### config.mk
export PLATFORM = sky130hd
export DESIGN_NAME = tlb_array
export DESIGN_NICKNAME = d
export VERILOG_FILES = /design/src/rtl/tlb_array.sv
export SDC_FILE = /design/constraint.sdc
export NUM_CORES = 2
export LEC_CHECK = 0
export ABC_AREA = 0
export CORE_ASPECT_RATIO = 2
export CORE_MARGIN = 2
export CORE_UTILIZATION = 30
export DETAILED_ROUTE_END_ITERATION = 10
export PLACE_DENSITY = 0.53
export SLEW_MARGIN = 15
export SYNTH_ARGS = -nofsm -noshare
export SYNTH_HDL_FRONTEND = slang
export SYNTH_SLANG_ARGS = --single-unit
### constraint.sdc
create_clock -name clk -period 6.1 [get_ports clk]
set_input_delay 1.22 -clock clk [delete_from_list [all_inputs] [get_ports clk]]
set_output_delay 1.22 -clock clk [all_outputs]
set_load 0.05 [all_outputs]
### src/rtl/tlb_array.sv
`default_nettype none
// ============================================================================
// Module   : tlb_array
// Brief    : Fully associative TLB with two search ports, a probe port, a
//            write port and a combinational read port.
// Revision : 1.0 - initial release
// ============================================================================
module tlb_array #(
    parameter int TLBNUM       = 16,
    parameter int TLBNUM_WIDTH = $clog2(TLBNUM)
) (
    input  logic                    clk,
    input  logic                    resetn,
    input  logic                    s0_req,
    input  logic [18:0]             s0_vpn2,
    input  logic                    s0_odd,
    input  logic [7:0]              s0_asid,
    output logic                    s0_rvalid,
    output logic                    s0_found,
    output logic [TLBNUM_WIDTH-1:0] s0_index,
    output logic [19:0]             s0_pfn,
    output logic [2:0]              s0_c,
    output logic                    s0_d,
    output logic                    s0_v,
    input  logic                    s1_req,
    input  logic [18:0]             s1_vpn2,
    input  logic                    s1_odd,
    input  logic [7:0]              s1_asid,
    output logic                    s1_rvalid,
    output logic                    s1_found,
    output logic [TLBNUM_WIDTH-1:0] s1_index,
    output logic [19:0]             s1_pfn,
    output logic [2:0]              s1_c,
    output logic                    s1_d,
    output logic                    s1_v,
    input  logic                    p_req,
    input  logic [18:0]             p_vpn2,
    input  logic [7:0]              p_asid,
    output logic                    p_rvalid,
    output logic [TLBNUM_WIDTH:0]   p_result,
    input  logic                    w_we,
    input  logic [TLBNUM_WIDTH-1:0] w_index,
    input  logic [18:0]             w_vpn2,
    input  logic [7:0]              w_asid,
    input  logic                    w_g,
    input  logic [19:0]             w_pfn0,
    input  logic [2:0]              w_c0,
    input  logic                    w_d0,
    input  logic                    w_v0,
    input  logic [19:0]             w_pfn1,
    input  logic [2:0]              w_c1,
    input  logic                    w_d1,
    input  logic                    w_v1,
    input  logic [TLBNUM_WIDTH-1:0] r_index,
    output logic [18:0]             r_vpn2,
    output logic [7:0]              r_asid,
    output logic                    r_g,
    output logic [19:0]             r_pfn0,
    output logic [2:0]              r_c0,
    output logic                    r_d0,
    output logic                    r_v0,
    output logic [19:0]             r_pfn1,
    output logic [2:0]              r_c1,
    output logic                    r_d1,
    output logic                    r_v1
);

    logic [18:0]       vpn2_q [TLBNUM];
    logic [7:0]        asid_q [TLBNUM];
    logic              g_q    [TLBNUM];
    logic [19:0]       pfn0_q [TLBNUM];
    logic [2:0]        c0_q   [TLBNUM];
    logic              d0_q   [TLBNUM];
    logic              v0_q   [TLBNUM];
    logic [19:0]       pfn1_q [TLBNUM];
    logic [2:0]        c1_q   [TLBNUM];
    logic              d1_q   [TLBNUM];
    logic              v1_q   [TLBNUM];
    logic [TLBNUM-1:0] e_q;

    // Only the exist bits are reset; entry payload survives reset.
    always_ff @(posedge clk or negedge resetn) begin
        if (!resetn) begin
            e_q <= '0;
        end else if (w_we) begin
            e_q[w_index] <= 1'b1;
        end
    end

    always_ff @(posedge clk) begin
        if (w_we) begin
            vpn2_q[w_index] <= w_vpn2;
            asid_q[w_index] <= w_asid;
            g_q[w_index]    <= w_g;
            pfn0_q[w_index] <= w_pfn0;
            c0_q[w_index]   <= w_c0;
            d0_q[w_index]   <= w_d0;
            v0_q[w_index]   <= w_v0;
            pfn1_q[w_index] <= w_pfn1;
            c1_q[w_index]   <= w_c1;
            d1_q[w_index]   <= w_d1;
            v1_q[w_index]   <= w_v1;
        end
    end

    assign r_vpn2 = vpn2_q[r_index];
    assign r_asid = asid_q[r_index];
    assign r_g    = g_q[r_index];
    assign r_pfn0 = pfn0_q[r_index];
    assign r_c0   = c0_q[r_index];
    assign r_d0   = d0_q[r_index];
    assign r_v0   = v0_q[r_index];
    assign r_pfn1 = pfn1_q[r_index];
    assign r_c1   = c1_q[r_index];
    assign r_d1   = d1_q[r_index];
    assign r_v1   = v1_q[r_index];

    // Returns {miss, index}; scanning downward lets the lowest match win.
    function automatic logic [TLBNUM_WIDTH:0] lookup(input logic [18:0] vpn2,
                                                     input logic [7:0]  asid);
        logic [TLBNUM_WIDTH:0] res;
        res = {1'b1, {TLBNUM_WIDTH{1'b0}}};
        for (int i = TLBNUM - 1; i >= 0; i--) begin
            if (e_q[i] && (vpn2_q[i] == vpn2) && (g_q[i] || (asid_q[i] == asid))) begin
                res = {1'b0, TLBNUM_WIDTH'(i)};
            end
        end
        return res;
    endfunction

    for (genvar k = 0; k < 2; k++) begin : g_search
        logic                    req;
        logic                    odd;
        logic [18:0]             vpn2;
        logic [7:0]              asid;
        logic [TLBNUM_WIDTH:0]   hit_d;
        logic [TLBNUM_WIDTH-1:0] idx_d;
        logic                    rvalid_q;
        logic                    found_q;
        logic [TLBNUM_WIDTH-1:0] index_q;
        logic [19:0]             pfn_q;
        logic [2:0]              c_q;
        logic                    d_q;
        logic                    v_q;

        assign req   = (k == 0) ? s0_req  : s1_req;
        assign odd   = (k == 0) ? s0_odd  : s1_odd;
        assign vpn2  = (k == 0) ? s0_vpn2 : s1_vpn2;
        assign asid  = (k == 0) ? s0_asid : s1_asid;
        assign hit_d = lookup(vpn2, asid);
        assign idx_d = hit_d[TLBNUM_WIDTH-1:0];

        always_ff @(posedge clk or negedge resetn) begin
            if (!resetn) begin
                rvalid_q <= 1'b0;
                found_q  <= 1'b0;
                index_q  <= '0;
                pfn_q    <= '0;
                c_q      <= '0;
                d_q      <= 1'b0;
                v_q      <= 1'b0;
            end else begin
                rvalid_q <= req;
                if (req) begin
                    found_q <= ~hit_d[TLBNUM_WIDTH];
                    if (hit_d[TLBNUM_WIDTH]) begin
                        index_q <= '0;
                        pfn_q   <= '0;
                        c_q     <= '0;
                        d_q     <= 1'b0;
                        v_q     <= 1'b0;
                    end else begin
                        index_q <= idx_d;
                        pfn_q   <= odd ? pfn1_q[idx_d] : pfn0_q[idx_d];
                        c_q     <= odd ? c1_q[idx_d]   : c0_q[idx_d];
                        d_q     <= odd ? d1_q[idx_d]   : d0_q[idx_d];
                        v_q     <= odd ? v1_q[idx_d]   : v0_q[idx_d];
                    end
                end
            end
        end
    end

    assign s0_rvalid = g_search[0].rvalid_q;
    assign s0_found  = g_search[0].found_q;
    assign s0_index  = g_search[0].index_q;
    assign s0_pfn    = g_search[0].pfn_q;
    assign s0_c      = g_search[0].c_q;
    assign s0_d      = g_search[0].d_q;
    assign s0_v      = g_search[0].v_q;
    assign s1_rvalid = g_search[1].rvalid_q;
    assign s1_found  = g_search[1].found_q;
    assign s1_index  = g_search[1].index_q;
    assign s1_pfn    = g_search[1].pfn_q;
    assign s1_c      = g_search[1].c_q;
    assign s1_d      = g_search[1].d_q;
    assign s1_v      = g_search[1].v_q;

    logic                  p_rvalid_q;
    logic [TLBNUM_WIDTH:0] p_result_q;

    always_ff @(posedge clk or negedge resetn) begin
        if (!resetn) begin
            p_rvalid_q <= 1'b0;
            p_result_q <= '0;
        end else begin
            p_rvalid_q <= p_req;
            if (p_req) begin
                p_result_q <= lookup(p_vpn2, p_asid);
            end
        end
    end

    assign p_rvalid = p_rvalid_q;
    assign p_result = p_result_q;

endmodule
`default_nettype wire

==> results.sh <==
export IMPL_ff2ff_path_depth=16
export IMPL_path_max_fanout=22
export IMPL_synthToLayoutAreaGrowth_pct=24.23
export IMPL_worst_slew_pin_slew_ns=1.260
export IMPL_wl_met3_um=36520
export IMPL_vias=67480
export IMPL_syn_num_nets=6368
export IMPL_synth_top_family_by_area="multiplexers"
export IMPL_crit_family="buffers and inverters"
export IMPL_antenna_found_initial=66
export IMPL_cts_buffer_depth=4
export IMPL_post_route_period_util_pct=99.24
export IMPL_p_per_area_mw_per_mm2=230.2
export IMPL_met1Wirelength_um=162600
export IMPL_wl_met2_um=255900
export IMPL_r2r_start="vpn2_q[15][15]"
export IMPL_setup_viol=0
export IMPL_initial_utilization_pct=30.18
export IMPL_p_leak_nw=34.65
export IMPL_htree_levels=4
export IMPL_regArea_sq_mm=0.03958
export IMPL_hold_class="input pin to async pin"
export IMPL_r2r_end="s0_c[0]"
export IMPL_drc=0
export IMPL_cts_sinks=1332
export IMPL_final_nets=7285
export IMPL_synthMuxAreaShare_pct=18.85
export IMPL_cp_start_kind="input pin"
export IMPL_drive_gt1_share_pct=24.34
export IMPL_ys_ff_latch=1332
export IMPL_syn_area_sq_mm=0.08165
export IMPL_ff2ff_setup_slack_ns=0.70
export IMPL_synthSimpleGateAreaFrac_pct=8.999
export IMPL_finalCriticalPeriod_ns=6.054
export IMPL_nFillCells=25910
export IMPL_synthTopCellsByArea="edfxtp_1 (46%), mux4_2 (11%), xor2_1 (10%)"
export IMPL_cts_tree="built"
export IMPL_slowest_delay_ns=0.98
export IMPL_dieArea_sq_mm=0.2766
export IMPL_slowest_stage="nor4_2"
export IMPL_pin_count=321
export IMPL_synth_top_area_cell="edfxtp_1"
export IMPL_first_global_vias=67040
export IMPL_synthXorXnorAreaFrac_pct=13.90
export IMPL_cpMostUsedCell="buf_4"
export IMPL_die_height_um=741.8
export IMPL_crit_arrival_ns=6.85
export IMPL_fin_cells=10820
export IMPL_finalHoldViolCount=0
export IMPL_rsz0062_at_grt="false"
export IMPL_synth_top_cell_area_share_pct=45.90
export IMPL_whs_ns=0.3121
export IMPL_power_mw=23.35
export IMPL_rows=270
export IMPL_path_cells="clkdlybuf4s50_1 > buf_12 > buf_4 > xor2_1 > nor4_1 > buf_4 > a21oi_1 > buf_4 > nor4_2 > buf_4 > nand2b_1 > a21oi_1 > a31o_4 > buf_12 > buf_4 > mux2i_1 > a22oi_1 > nand2_1 > a22oi_1 > a22o_1"
export IMPL_grt_overflow_total=0
export IMPL_layout_common_cells="edfxtp_1 (1248), xor2_1 (964), buf_4 (699)"
export IMPL_required_ns=6.90
export IMPL_postSynthCellCount=6193
export IMPL_clkTransAtPathRegs_ns=0.07
export IMPL_critPathCaptureType="flip-flop"
export IMPL_coreArea_sq_mm=0.2706
export IMPL_grt_pass1_wl_um=671400
export IMPL_drt_initial_drc_count=8226
export IMPL_final_cell_area_sq_mm=0.1014
export IMPL_place_detailed_hpwl_um=383300
export IMPL_critPathKind="input pin to flip-flop"
export IMPL_routabilityCongestion=1.066
export IMPL_drtAntennaViolNets=0
export IMPL_final_common_cell="edfxtp_1"
export IMPL_routed_top_layer="met5"
export IMPL_numCtsBuffers=149
export IMPL_multi_input_area_sq_mm=0.03960
export IMPL_cts_resized=0
export IMPL_cts_setup_buffers=0
export IMPL_synth_compound_area_share_pct=6.227
export IMPL_dp_cells=10490
export IMPL_avgViaCountPerCell=6.236
export IMPL_drv_slew=0
export IMPL_syn_avg_cell_area_sq_um=13.18
export IMPL_ir_worst_vdd_v=0.0001859
export IMPL_clkLatencyLatePin_ns=0.86
export IMPL_async_flop_share_pct=6.306
export IMPL_root_buffer="clkbuf_16"
export IMPL_dieWidth_um=372.9
export IMPL_wire_per_inst_um=47.94
export IMPL_post_synth_fa_ha_maj_area_fraction_pct=0
export IMPL_synth_edf_count=1248
export IMPL_seq_area_frac_synth_pct=48.47
export IMPL_ys_types=95
export IMPL_grt_max_degree=80
export IMPL_grt_usage_pct=36.68
export IMPL_cp_num_buf_inv=8
export IMPL_slew_limit_headroom_pct=15.82
export IMPL_yosysWarningCount=0
export IMPL_drt_first_pass_iters=9
export IMPL_status="finished, final reports clean"
export IMPL_portBuffers=320
export IMPL_ys_flop_type="edfxtp_1"
export IMPL_cap_violations=0
export IMPL_max_clock_freq_ghz=0.1652
export IMPL_skew_ns=0.07615
export IMPL_place_area_sq_mm=0.09644
export IMPL_wirelength_um=518700
export IMPL_cts_hold_buf=0
cell type report:
type | count | share of cell area [%]
Sequential cell | 1332 | 39.02
Inverter | 31 | 0.1147
Timing Repair Buffer | 1216 | 12.58
Multi-Input combinational cell | 4380 | 39.04
Tap cell | 3536 | 4.362
Clock buffer | 189 | 3.944
Antenna cell | 64 | 0.1579
Clock inverter | 72 | 0.7931
worst register-to-register path, delay by kind of cell, from the launching register on:
kind            cells  cell delay (ns)
compound gates      6             1.56
simple gates        4             1.38
xor+xnor            1             0.48
mux                 1             0.23
flops               1             0.60
buf+inv             4             1.01
cells by family after synthesis:
family,count (synthesis)
flip-flops,1332
buffers and inverters,481
multiplexers,1028
XOR/XNOR,1296
AO/OA/AOI/OAI,686
AND/OR/NAND/NOR,1370
registers in the layout, summed over array words and instances, names as in the netlist, 20 cells and up:
register,cells
asid_q,128
c0_q,48
c1_q,48
pfn0_q,320
pfn1_q,320
s0_pfn,20
s1_pfn,20
vpn2_q,304
synthesized netlist by cell type, types with 32 or more instances:
cell type and n:
edfxtp_1 1248, xor2_1 964, mux2i_1 587, nand2_1 467, mux4_2 404, nor4_1 336, xnor2_1 332, clkbuf_1 180
nand4_1 133, o21ai_0 115, buf_6 90, nand3_1 89, nor2_1 88, dfrtp_1 84, a22oi_1 80, buf_2 76
o22ai_1 69, a21oi_1 65, buf_4 64, o22a_1 53, o221ai_1 52, or4_1 51, o21ai_1 49, nor3_1 37
mux2_2 35, nor4b_1 34, buf_1 33, nand4b_1 32
where the power goes:
group          internal [mW]  switching [mW]  leakage (nW)
logic                   1.17            2.17          19.9
clock network           5.27            4.24          2.35
registers               10.2           0.302          12.4
metrics by stage:
| step | utilization (%) | setup TNS [ns] | worst slack, ns |
|---|---|---|---|
| 3_3_place_gp | 35.63 | -26.01 | -0.9749 |
| 6_report | 37.49 | 0 | 0.04621 |
| 4_1_cts | 37.41 | 0 | 0.2642 |
| 2_1_floorplan | - | 0 | 0.5602 |
| 3_5_place_dp | 35.64 | -16.84 | -0.5874 |
| 5_1_grt | 37.45 | 0 | 0.02864 |
metal layers:
| layer | track usage, % | up-vias |
|---|---|---|
| met2 | 63.43 | 4439 |
| met1 | 35.73 | 35160 |
| li1 | - | 26070 |
| met4 | 36.50 | 30 |
| met3 | 7.907 | 1776 |
| met5 | 0.01747 | - |
worst max-delay path by stage:
stage          slack [ns]      endpoint       start  cells past startpoint
2_1_floorplan        0.56  asid_q[1][0]  w_index[3]                      2
3_3_place_gp        -0.97     s1_pfn[3]  s1_asid[0]                     18
3_5_place_dp        -0.59          s1_v  s1_asid[0]                     22
4_1_cts              0.26       s1_c[0]  s1_asid[0]                     21
5_1_grt              0.03    s1_pfn[19]  s1_asid[0]                     20
6_report             0.05    s1_pfn[19]  s1_asid[0]                     20
Note: power is estimated with default switching activity, not from simulation.
